[src/rtl/uart_rx_if.sv]
// uart_rx output bundle: received byte plus status strobes.
// master drives it (the receiver), slave observes it.
interface uart_rx_if #(
  parameter int DATA_BITS = 8
);
  logic [DATA_BITS-1:0] data;
  logic                 valid;
  logic                 frame_error;
  logic                 busy;

  modport master (
    output data,
    output valid,
    output frame_error,
    output busy
  );

  modport slave (
    input data,
    input valid,
    input frame_error,
    input busy
  );
endinterface

[src/rtl/uart_rx.sv]
// 8N1 UART receiver: 2-flop sync, mid-bit sampling, LSB first.
// One-cycle valid per good frame, frame_error on a low stop bit.
module uart_rx #(
  parameter int DATA_BITS    = 8,
  parameter int CLKS_PER_BIT = 32
) (
  input  logic      clk,
  input  logic      rst,
  input  logic      rx,
  uart_rx_if.master rxb
);
  localparam int TW = $clog2(CLKS_PER_BIT);
  localparam int IW = (DATA_BITS > 1) ? $clog2(DATA_BITS) : 1;
  localparam logic [TW-1:0] TLAST = TW'(CLKS_PER_BIT - 1);
  localparam logic [TW-1:0] THALF = TW'(CLKS_PER_BIT / 2 - 1);
  localparam logic [IW-1:0] ILAST = IW'(DATA_BITS - 1);

  typedef enum logic [2:0] {
    IDLE,
    START,
    DATA,
    STOP,
    BREAK
  } state_t;

  state_t               state;
  logic [1:0]           sync;
  logic [TW-1:0]        timer;
  logic [IW-1:0]        idx;
  logic [DATA_BITS-1:0] shreg;
  logic                 rx_s;

  assign rx_s = sync[1];

  always_ff @(posedge clk) begin
    if (rst) begin
      state           <= IDLE;
      sync            <= 2'b11;
      timer           <= '0;
      idx             <= '0;
      shreg           <= '0;
      rxb.data        <= '0;
      rxb.valid       <= 1'b0;
      rxb.frame_error <= 1'b0;
      rxb.busy        <= 1'b0;
    end else begin
      sync            <= {sync[0], rx};
      rxb.valid       <= 1'b0;
      rxb.frame_error <= 1'b0;
      unique case (state)
        IDLE: begin
          if (!rx_s) begin
            state    <= START;
            timer    <= '0;
            rxb.busy <= 1'b1;
          end
        end
        START: begin
          if (timer == THALF) begin
            timer <= '0;
            if (rx_s) begin
              state    <= IDLE;
              rxb.busy <= 1'b0;
            end else begin
              state <= DATA;
              idx   <= '0;
            end
          end else begin
            timer <= timer + 1'b1;
          end
        end
        DATA: begin
          if (timer == TLAST) begin
            timer <= '0;
            shreg <= {rx_s, shreg[DATA_BITS-1:1]};
            if (idx == ILAST) state <= STOP;
            else idx <= idx + 1'b1;
          end else begin
            timer <= timer + 1'b1;
          end
        end
        STOP: begin
          // leave mid-stop-bit so a following start edge is never missed
          if (timer == TLAST) begin
            timer <= '0;
            if (rx_s) begin
              rxb.data  <= shreg;
              rxb.valid <= 1'b1;
              rxb.busy  <= 1'b0;
              state     <= IDLE;
            end else begin
              rxb.frame_error <= 1'b1;
              state           <= BREAK;
            end
          end else begin
            timer <= timer + 1'b1;
          end
        end
        BREAK: begin
          if (rx_s) begin
            state    <= IDLE;
            rxb.busy <= 1'b0;
          end
        end
        default: begin
          state    <= IDLE;
          rxb.busy <= 1'b0;
        end
      endcase
    end
  end
endmodule

[src/flat_wrapper.sv]
// flat-port wrapper written by rule: the top's interface ports become plain ports
module uart_rx_flat 
#(
  parameter int DATA_BITS    = 8,
  parameter int CLKS_PER_BIT = 32
)
  (clk, rst, rx, rxb_data, rxb_valid, rxb_frame_error, rxb_busy);
  uart_rx_if #(.DATA_BITS(DATA_BITS)) rxb_i ();
  input  logic clk;
  input  logic rst;
  input  logic rx;
  output wire logic [$bits(rxb_i.data)-1:0] rxb_data;
  output wire logic [$bits(rxb_i.valid)-1:0] rxb_valid;
  output wire logic [$bits(rxb_i.frame_error)-1:0] rxb_frame_error;
  output wire logic [$bits(rxb_i.busy)-1:0] rxb_busy;
  assign rxb_data = rxb_i.data;
  assign rxb_valid = rxb_i.valid;
  assign rxb_frame_error = rxb_i.frame_error;
  assign rxb_busy = rxb_i.busy;
  uart_rx #(.DATA_BITS(DATA_BITS), .CLKS_PER_BIT(CLKS_PER_BIT)) u_core (.clk(clk), .rst(rst), .rx(rx), .rxb(rxb_i));
endmodule
[config.mk]
export PLATFORM = sky130hd
export DESIGN_NAME = uart_rx_flat
export DESIGN_NICKNAME = d
export VERILOG_FILES = /design/src/rtl/uart_rx_if.sv /design/src/rtl/uart_rx.sv /design/src/flat_wrapper.sv
export SDC_FILE = /design/constraint.sdc
export NUM_CORES = 1
export LEC_CHECK = 0
export CAP_MARGIN = 20
export CORE_AREA = 3 3 57 86
export CTS_CLUSTER_SIZE = 14
export DETAILED_ROUTE_END_ITERATION = 12
export DIE_AREA = 0 0 60 89
export PLACE_DENSITY_LB_ADDON = 0.12
export SYNTH_ARGS = -nofsm -noshare
export SYNTH_HDL_FRONTEND = slang
export SYNTH_SLANG_ARGS = --single-unit
[constraint.sdc]
create_clock -name clk -period 1.9 [get_ports clk]
set_input_delay 0.285 -clock clk [delete_from_list [all_inputs] [get_ports clk]]
set_output_delay 0.285 -clock clk [all_outputs]
set_load 0.01 [all_outputs]
==> results.md, run 1 <==
* NetSw at 0.333 mW
* Required @ worst endpoint at approximately 2100 ps
* Peak VDD IR at roughly 640 uV
* Yosys reg bits at 32
* WP data arrival at around 1900 ps
* Root buffer cell: clkbuf_8
* # IOs at 14
* Synth warn at 0
* # setup viols final at 0
* Core outline area at about 4200 sq um
* Post-layout min period at between 1500 and 2000 ps
* Slew margin rel. at 63.9%
* Die footprint at 5340 sq um
* Initial antenna violation count at 0
* Slowest cell on crit path: dfxtp_1
* CTS tree: built
* Critical path class: reg -> reg
* Top FF cell, synth: dfxtp_1
* CP startpoint kind: flop
* CTS Buffer Depth at 2
* Sw Ratio at ~24%
* Antenna viol nets, final at 0
* Int Pwr at roughly 1 mW
* Clock latency on the worst-skew pair at 280 ps
* Total grt overflow at 0
* Setup TNS at 0 ps
* Hold WC Path Type: reg -> reg
* 1st-iter DRT viols at 21
* RSZ-0062 raised after global routing: false
* Synthesized Nets at 165
* Vias per inst at 5.04
* Syn-to-layout area delta at 22.2%
* Die height at 89 microns
* Power Density at 765 nW/um^2
* Post-DP HPWL at about 2.2 mm
* Count of different cell masters after synthesis at 37
* Sequential share of the synthesized area at 44.0%
* Starting Density at roughly a third
* Most common cell on crit path: ha_1
* Status: finished, final reports clean
* Peak per-stage delay on the critical path at approximately 360 ps
* Dpl cell area at between 1500 and 2000 sq um
* Clock sinks at 32
* Ant diodes at 0
* Async S/R FF share, synth at 0%
* Final nets at 183
* Gate power share at between 7 and 8%
* Overall Global Routing Usage at a little over an eighth
* Max-slew violations at 0
* Cell count after synthesis at roughly 160
* Syn Area/Cell at roughly 9.4 sq um
* Htree depth at 2
* Row count at 29
* Max-cap violations at 0
* Total number of vias at about 1100
* Worst-path fanout max at 8
* Crit path cell chain: ha_1 > and3_4 > ha_1 > nor2b_2 > and2_1 > buf_12 > mux2i_1 > nor2_1
* Residual DRC count at 0
* Cell area after synthesis at 1460 sq um
* Wire per inst at roughly 14 microns
* Num CTS Buffers at 5
* First-pass GRT wire length at between 5 and 6 mm
* Final period util at 93.0%
* Number of buffers added on ports at 13
* Post-route cell area at roughly 1800 sq um
* Die Width at ~60 microns
* Final hold viol count at 0
* Static Leak at 0.685 nW
* Drt total wl at about 3.0 mm
* Fmax at between 500 and 600 MHz
* Share of post-route cells with drive strength above 1 at between 10% and 20%
* Flop pwr share at approximately half
* CTS Hold Bufs at 0
* Final setup skew at ~2.3 ps
* EDFF count, synth at 0
* GPL Wtd Cong at roughly 0.77
* Vias in the first global route at 1148
* TritonRoute pass-1 iters at 4
* Largest net degree at the start of global routing at 19
* Clock-pin slew on the worst setup and hold paths at roughly 70 ps
* Worst Tran Pin Value at 541 ps
* Clock power frac at 40.4%
* Worst Setup End Kind: flop
-- final timing paths --
path,from,to,slack [ps],cells past startpoint
setup / recovery,u_core.timer[0],u_core.shreg[6],130,8
setup reg to reg,u_core.timer[0],u_core.shreg[6],130,8
hold reg to reg,u_core.sync[0],u_core.sync[1],410,1
hold / removal,u_core.sync[0],u_core.sync[1],410,1
-- routing by layer --
metal  global-route usage, %  routed length [microns]  up-vias
met1                    15.1                     1300      526
met5                       0                        0        -
met3                    3.61                      102        4
li1                        -                        -      563
met4                    6.65                       65        0
met2                    22.1                     1540       15
-- worst max-delay path, delay by kind of cell (launching register included) --
| kind | cells | cell delay [ps] |
|---|---|---|
| and+or+nand+nor | 4 | 620 |
| DFF | 1 | 360 |
| adders and majority gates | 2 | 340 |
| muxes | 1 | 200 |
| buffers and inverters | 1 | 140 |
-- repair_timing --
| item | in CTS | in global routing |
|---|---|---|
| endpoints found under the setup margin | 0 | 19 |
| hold endpoints to repair | 0 | 0 |
| resized for setup | 0 | 7 |
| setup buffers | 0 | 0 |
-- layout by cell type (no fill, tap or decap), types with 2 or more instances in the layout --
master           count
ha_1                 7
nor2_1              24
nand2b_1             7
clkbuf_8             6
a211oi_1             2
dfxtp_1             31
nor2b_1              2
clkdlybuf4s50_1     13
nand3_1              5
inv_1                7
nand2_1              7
a21oi_1              4
or2_2                2
o21ai_0              2
xor2_1               2
buf_4                5
nor3_1               3
mux2i_1             20
-- cell usage after synthesis, types with 2 or more instances --
cell type / count / area share [%]
or2_2: 2 / 0.86
inv_1: 7 / 1.8
a21oi_1: 4 / 1.4
o21ai_0: 2 / 0.69
nor2_1: 24 / 6.2
dfxtp_1: 32 / 44
buf_2: 5 / 1.7
ha_1: 7 / 6.0
nand3_1: 5 / 1.7
a211oi_1: 2 / 1.0
nor2b_1: 3 / 1.3
xor2_1: 2 / 1.2
nand2_1: 7 / 1.8
mux2i_1: 20 / 14
nor3_1: 3 / 1.0
clkbuf_1: 3 / 0.77
nand2b_1: 7 / 3.0
-- registers in the layout (all words and copies together), names as in the netlist --
| name | count |
|---|---|
| u_core.rxb.data | 8 |
| u_core.shreg | 8 |
| u_core.timer | 5 |
| u_core.idx | 3 |
| u_core.state | 3 |
| u_core.sync | 2 |
| u_core.rxb.busy | 1 |
| u_core.rxb.frame_error | 1 |
| u_core.rxb.valid | 1 |
-- layout make-up --
class	instances	area (sq um)
clock buffer	7	86.3
clock inverter	1	7.51
fill	433	2430
inverter	7	26.3
multi-input combinational	107	761
sequential	32	642
tap	46	57.6
timing repair buffer	20	199
-- power by group through the flow --
stage | registers, mW | logic, mW | clock network, mW
floorplan | 0.710 | 0.0801 | 0
global placement | 0.718 | 0.103 | 0
detailed placement | 0.718 | 0.104 | 0
CTS | 0.704 | 0.104 | 0.571
global route | 0.707 | 0.120 | 0.590
finish | 0.704 | 0.108 | 0.550
-- logic make-up (layout without fill, tap and decap cells) --
family | Yosys count | in the layout | share of synthesized area (%)
AO/OA/AOI/OAI | 18 | 18 | 8.51
XOR/XNOR | 3 | 3 | 1.80
adder cells (fa/ha/maj) | 8 | 8 | 6.70
buffers and inverters | 16 | 35 | 4.81
flip-flops | 32 | 32 | 44.0
multiplexers | 20 | 20 | 13.7
AND/OR/NAND/NOR | 58 | 58 | 20.4
-- through the flow --
step | hold slack (ps) | std cells | setup WS, ps | utilization, % | total power, mW
final | 412 | 220 | 133 | 42.3 | 1.36
after global routing | 427 | 220 | 2.55 | 42.3 | 1.42
after CTS | 417 | 220 | 17.3 | 41.8 | 1.38
after detailed placement | 398 | 212 | 49.7 | 39.6 | 0.822
after floorplan | 389 | 155 | 101 | - | 0.790
after global placement | 400 | 212 | 70.2 | 39.6 | 0.821
No activity file was read; power rests on OpenSTA's default activity.
==> run 2, diff against run 1 <==
clock period = 1.5 ns   (was 1.9 ns; I/O delays follow)
==> run 2 against run 1 <==
  * Utilization grew 4.1 points
  * Largest cell class unchanged
  * First-iteration DRC count shrank 29%
  * Critical endpoint is now u_core.rxb.busy
  * The flow now finishes with violations (setup timing)
  * Hold slack gained 3.8 ps
  * Worst setup slack lost 300 ps
  * Sequential power grew 27%
==> results.md, run 2 (same netlist as run 1, synthesis figures left out) <==
* Total number of vias at 1159 (+4.6%)
* Post-layout min period at 1670 ps (-95.8 ps)
* Crit path cell chain: ha_4 > and3_4 > buf_4 > ha_4 > nor2b_4 > nand2_2 > nand3_2 > a2111oi_2
* Final core utilization at 46.4% (+4.1 points)
* Antenna viol nets, final at 0 (unchanged)
* Vias in the first global route at 1170 (+1.9%)
* Peak per-stage delay on the critical path at 340 ps (-20 ps)
* Slew margin rel. at 70.4% (+6.5 points)
* Row count at 29 (unchanged)
* CTS tree: built
* Final setup skew at 9.25 ps (+6.99 ps)
* Final hold viol count at 0 (unchanged)
* CTS Buffer Depth at 2 (unchanged)
* Most common cell on crit path: ha_4
* Drt total wl at 3.16 mm (+5.0%)
* GPL Wtd Cong at 0.756 (-1.3%)
* Power Density at 915 nW/um^2 (+20%)
* Non-filler instance count after layout at 232 (+5.5%)
* Worst Tran Pin Value at 443 ps (-97.4 ps)
* Setup slack, reg-to-reg at -170 ps (-300 ps)
* Htree depth at 2 (unchanged)
* # setup viols final at 25 (+25)
* Status: finished with violations
* Num CTS Buffers at 5 (unchanged)
* Leading cell types in the layout, fill and taps excluded: dfxtp_1, nor2_1, mux2i_1, buf_4, clkdlybuf4s50_1
* Share of post-route cells with drive strength above 1 at 24.7% (+12 points)
* Top flop regs: u_core.rxb.data x8, u_core.shreg x8, u_core.timer x5
* Starting Density at 34.6% (unchanged)
* Overall Global Routing Usage at 13.4% (+0.20 points)
* Vias per inst at 5.00 (-0.81%)
* WP data arrival at 1860 ps (-80 ps)
* Register area at 643 sq um (+0.19%)
* Worst-path fanout max at 4 (-4)
* Static Leak at 0.753 nW (+10%)
* CP startpoint kind: flop
* Wire per inst at 13.6 microns (-0.47%)
* Worst path bufs/invs at 1 (unchanged)
* Gate power share at 10.2% (+2.3 points)
* Critical path class: reg -> reg
* Peak VDD IR at 540 uV (-16%)
* Failing checks: setup timing
* Post-DP HPWL at 2.25 mm (+4.1%)
* Die height at 89 microns (unchanged)
* Fmax at 599 MHz (+5.7%)
* Critical path's top delay family: simple AND/OR/NAND/NOR gates
* TritonRoute pass-1 iters at 4 (unchanged)
* Largest net degree at the start of global routing at 20 (+1)
* Required @ worst endpoint at 1680 ps (-400 ps)
* Sw Ratio at 23.4% (-1.1 points)
* Placed cell count at 223 (+5.2%)
* Setup TNS at -2570 ps (-2570 ps)
* Fillers at 416 (-3.9%)
* Syn-to-layout area delta at 34.1%
* Final period util at 111% (+18 points)
* Commonest non-fill, non-tap cell in the layout: dfxtp_1
* Final Power at 1.79 mW (+31%)
* First-pass GRT wire length at 5.29 mm (unchanged)
* Total grt overflow at 0 (unchanged)
* Multi-input gate area at 837 sq um (+10%)
* Ant diodes at 0 (unchanged)
* Worst Setup End Kind: flop
* Clock sinks at 32 (unchanged)
* Flop pwr share at 49.8% (-1.9 points)
* Clock latency on the worst-skew pair at 280 ps (about the same)
* Core outline area at 4210 sq um (unchanged)
* 1st-iter DRT viols at 15 (-29%)
* NetSw at 0.418 mW (+25%)
* # IOs at 14 (unchanged)
* Root buffer cell: clkbuf_8
* Clock power frac at 40.0% (-0.4 points)
* Number of buffers added on ports at 13 (unchanged)
* Post-route worst setup slack at -171 ps (-304 ps)
* Hold WC Path Type: reg -> reg
* Die footprint at 5340 sq um (unchanged)
* Residual DRC count at 0 (unchanged)
* Max-cap violations at 0 (unchanged)
* Initial antenna violation count at 0 (unchanged)
* RSZ-0062 raised after global routing: true
* Max-slew violations at 0 (unchanged)
* Slowest cell on crit path: a2111oi_2
* Final nets at 196 (+7.1%)
* Die Width at 60 microns (unchanged)
* Clock-pin slew on the worst setup and hold paths at 70 ps (about the same)
* Int Pwr at 1.37 mW (+33%)
## run 2: path summary, 6_finish.rpt
path,to,cells after the start,from
worst max-delay path,u_core.rxb.busy,8,u_core.timer[1]
worst min-delay path,u_core.sync[1],1,u_core.sync[0]
worst max register to register,u_core.rxb.busy,8,u_core.timer[1]
worst min register to register,u_core.sync[1],1,u_core.sync[0]
## run 2: what timing repair did
action                                  in CTS  in global routing
hold buffers                                 0                  0
pin swaps                                    2                 10
setup buffers                                0                  2
resized for setup                            4                  8
endpoints found under the setup margin      24                 26
## run 2: final cells by class
cell class | instances | share of cell area, %
multi-input cells | 107 | 42.9
flip-flops and latches | 32 | 32.9
clock buffers | 7 | 4.93
inverters | 7 | 1.35
well taps | 46 | 2.95
repair buffers | 33 | 15.0
## run 2: power groups by stage
stage / registers, mW / clock network [mW] / logic, mW
2_1_floorplan: 0.904 / 0 / 0.103
3_3_place_gp: 0.911 / 0 / 0.165
3_5_place_dp: 0.910 / 0 / 0.168
4_1_cts: 0.890 / 0.757 / 0.179
5_1_grt: 0.892 / 0.793 / 0.197
6_report: 0.891 / 0.715 / 0.182
## run 2: metal layers
| layer | vias up | global-route usage (%) | part of all wire, % | wire (microns) |
|---|---|---|---|---|
| li1 | 592 | - | - | - |
| met1 | 544 | 13.9 | 42 | 1330 |
| met2 | 16 | 24.1 | 53 | 1690 |
| met3 | 7 | 3.18 | 2.5 | 78 |
| met4 | 0 | 7.26 | 1.9 | 59 |
| met5 | - | 0 | 0 | 0 |
## run 2: stage by stage
step | hold slack (ps) | setup WS, ps | cell area [sq um]
floorplan | 329 | -58.2 | 1510
global placement | 398 | -189 | 1790
detailed placement | 402 | -172 | 1790
CTS | 421 | -147 | 1900
global route | 433 | -271 | 1950
finish | 415 | -171 | 1950
==> run 3, diff against run 2 <==
PLACE_DENSITY = 0.61   (was default)
PLACE_DENSITY_LB_ADDON = default   (was 0.12)
==> run 3 against run 2 <==
  * The flow still finishes with violations (setup timing)
  * Wire length decreased by 3.8%
  * Flip-flop and latch count unchanged
  * First-iteration DRC count increased by 60%
==> results.md, run 3 (same netlist as run 1, synthesis figures left out) <==
* WP depth at 8 (unchanged)
* Final nets at 195 (-0.51%)
* Status: finished with violations
* Starting Density at 34.6% (unchanged)
* First-pass GRT wire length at 5.40 mm (+2.2%)
* Clock sinks at 32 (unchanged)
* Post-route worst setup slack at -151 ps (+19.3 ps)
* CTS tree: built
* Clock latency on the worst-skew pair at 280 ps (about the same)
* 1st-iter DRT viols at 24 (+9)
* Fmax at 606 MHz (+1.2%)
* Final setup skew at 9.15 ps (-0.0983 ps)
* Residual DRC count at 0 (unchanged)
* Max-cap violations at 0 (unchanged)
* Slew margin rel. at 71.0% (+0.60 points)
* Vias per inst at 5.01 (+0.26%)
* Htree depth at 2 (unchanged)
* Post-DP HPWL at 2.25 mm (about the same)
* Flop pwr share at 44.8% (-5.0 points)
* Int Pwr at 1.56 mW (+14%)
* Worst path bufs/invs at 1 (unchanged)
* CP startpoint kind: flop
* Top flop regs: u_core.rxb.data x8, u_core.shreg x8, u_core.timer x5
* Failing checks: setup timing
* R2R cell count at 8 (unchanged)
* Register area at 643 sq um (unchanged)
* Largest net degree at the start of global routing at 19 (-5.0%)
* Initial antenna violation count at 0 (unchanged)
* Final Power at 1.98 mW (+11%)
* Clock-pin slew on the worst setup and hold paths at 70 ps (about the same)
* Number of buffers added on ports at 13 (unchanged)
* Post-place setup slack at -204 ps (-31.4 ps)
* Root buffer cell: clkbuf_8
* Multi-input gate area at 813 sq um (-2.8%)
* Die Width at 60 microns (unchanged)
* Critical path's top delay family: simple AND/OR/NAND/NOR gates
* Crit path cell chain: ha_4 > and3_4 > ha_4 > nor2b_4 > nand4_1 > buf_12 > mux2i_1 > nor2_1
* WP data arrival at 1820 ps (-40 ps)
* RSZ-0062 raised after global routing: true
* Total grt overflow at 0 (unchanged)
* Critical path class: reg -> reg
* Static Leak at 0.759 nW (+0.80%)
* Leading cell types in the layout, fill and taps excluded: dfxtp_1, nor2_1, mux2i_1, buf_4, clkdlybuf4s50_1
* Core outline area at 4210 sq um (unchanged)
* Peak VDD IR at 817 uV (+51%)
* Worst Tran Pin Value at 434 ps (-8.96 ps)
* GPL Wtd Cong at 0.755 (-0.15%)
* Worst-path fanout max at 9 (+5)
* Peak per-stage delay on the critical path at 350 ps (about the same)
* Share of post-route cells with drive strength above 1 at 23.1% (-1.6 points)
* Row count at 29 (unchanged)
* Required @ worst endpoint at 1670 ps (about the same)
* TritonRoute pass-1 iters at 4 (unchanged)
* Post-layout min period at 1650 ps (-19.3 ps)
* Setup TNS at -2430 ps (+143 ps)
* Sw Ratio at 21.5% (-1.9 points)
* Clock power frac at 45.4% (+5.4 points)
* Max-slew violations at 0 (unchanged)
* Gate power share at 9.8% (-0.4 points)
* Worst Setup End Kind: flop
* Cells on Worst Hold Path at 1 (unchanged)
* Num CTS Buffers at 5 (unchanged)
* Fillers at 405 (-2.6%)
* Power Density at 1020 nW/um^2 (+11%)
* Hold WC Path Type: reg -> reg
* Vias in the first global route at 1209 (+3.3%)
* Final hold viol count at 0 (unchanged)
* Antenna viol nets, final at 0 (unchanged)
* Die height at 89 microns (unchanged)
* Drt total wl at 3.04 mm (-3.8%)
* CTS Buffer Depth at 2 (unchanged)
* Die footprint at 5340 sq um (unchanged)
* CTS Hold Bufs at 0 (unchanged)
* Commonest non-fill, non-tap cell in the layout: dfxtp_1
* Wire per inst at 13.1 microns (-3.8%)
* Overall Global Routing Usage at 13.8% (+0.41 points)
* Ant diodes at 0 (unchanged)
* Syn-to-layout area delta at 34.0% (about the same)
* Most common cell on crit path: ha_4
* # setup viols final at 22 (-12%)
* Final period util at 110% (-1.3 points)
* # IOs at 14 (unchanged)
* Total number of vias at 1162 (+0.26%)
* Slowest cell on crit path: dfxtp_2
* NetSw at 0.425 mW (+1.9%)
[run 3: cell types whose count changed in the layout (fill, tap and decap cells not counted)]
cell,previous run,this run
buf_4,19,18
ha_4,3,2
ha_2,1,2
a21oi_1,4,3
nand3_2,1,0
nand3_1,4,5
nor2b_1,1,2
nand2_1,5,7
nor2b_4,2,1
a21oi_2,0,1
nand2_2,2,0
bufinv_16,0,1
[run 3: area by class of cell]
type	instances	share of cell area, %
Sequential cell	32	32.9
Tap cell	46	2.95
Clock buffer	7	4.94
Clock inverter	1	1.54
Timing Repair Buffer	32	14.6
Multi-Input combinational cell	107	41.7
Inverter	7	1.35
[run 3: routing by layer]
metal | wire, microns | track usage, % | up-vias
li1 | - | - | 589
met1 | 1280 | 14.9 | 550
met2 | 1580 | 23.3 | 17
met3 | 104 | 4.91 | 6
met4 | 68 | 7.06 | 0
met5 | 0 | 0 | -
[run 3: metrics by stage]
step / util, % / hold slack [ps] / area [sq um] / instances
floorplan: - / 329 / 1510 / 155
global placement: 42.7 / 401 / 1800 / 224
detailed placement: 42.7 / 398 / 1800 / 224
CTS: 46.0 / 413 / 1940 / 232
global route: 46.4 / 432 / 1950 / 232
finish: 46.4 / 415 / 1950 / 232
[run 3: repair_timing]
item	CTS	global route
setup buffers	0	0
gates resized for setup	3	4
hold endpoints to repair	0	0
pin swaps	2	5
setup endpoints to repair	23	26
[run 3: path summary, 6_finish.rpt]
kind	startpoint	to	slack (ps)
max	u_core.timer[0]	u_core.rxb.data[3]	-150
min	u_core.sync[0]	u_core.sync[1]	410
max reg2reg	u_core.timer[0]	u_core.rxb.data[3]	-150
min reg2reg	u_core.sync[0]	u_core.sync[1]	410
[run 3: power groups by stage]
stage               registers, mW  clock network (mW)  logic, mW
floorplan                   0.904                   0      0.103
global placement            0.907                   0      0.177
detailed placement          0.906                   0      0.182
CTS                         0.887               0.931      0.191
global route                0.889               0.978      0.213
finish                      0.887               0.901      0.195
[run 3: worst register-to-register path: cells and delay by family, from the launching register on]
kind	cells	cell delay [ps]
flops	1	350
simple gates	4	570
buf+inv	1	200
mux	1	150
fa+ha+maj	2	260
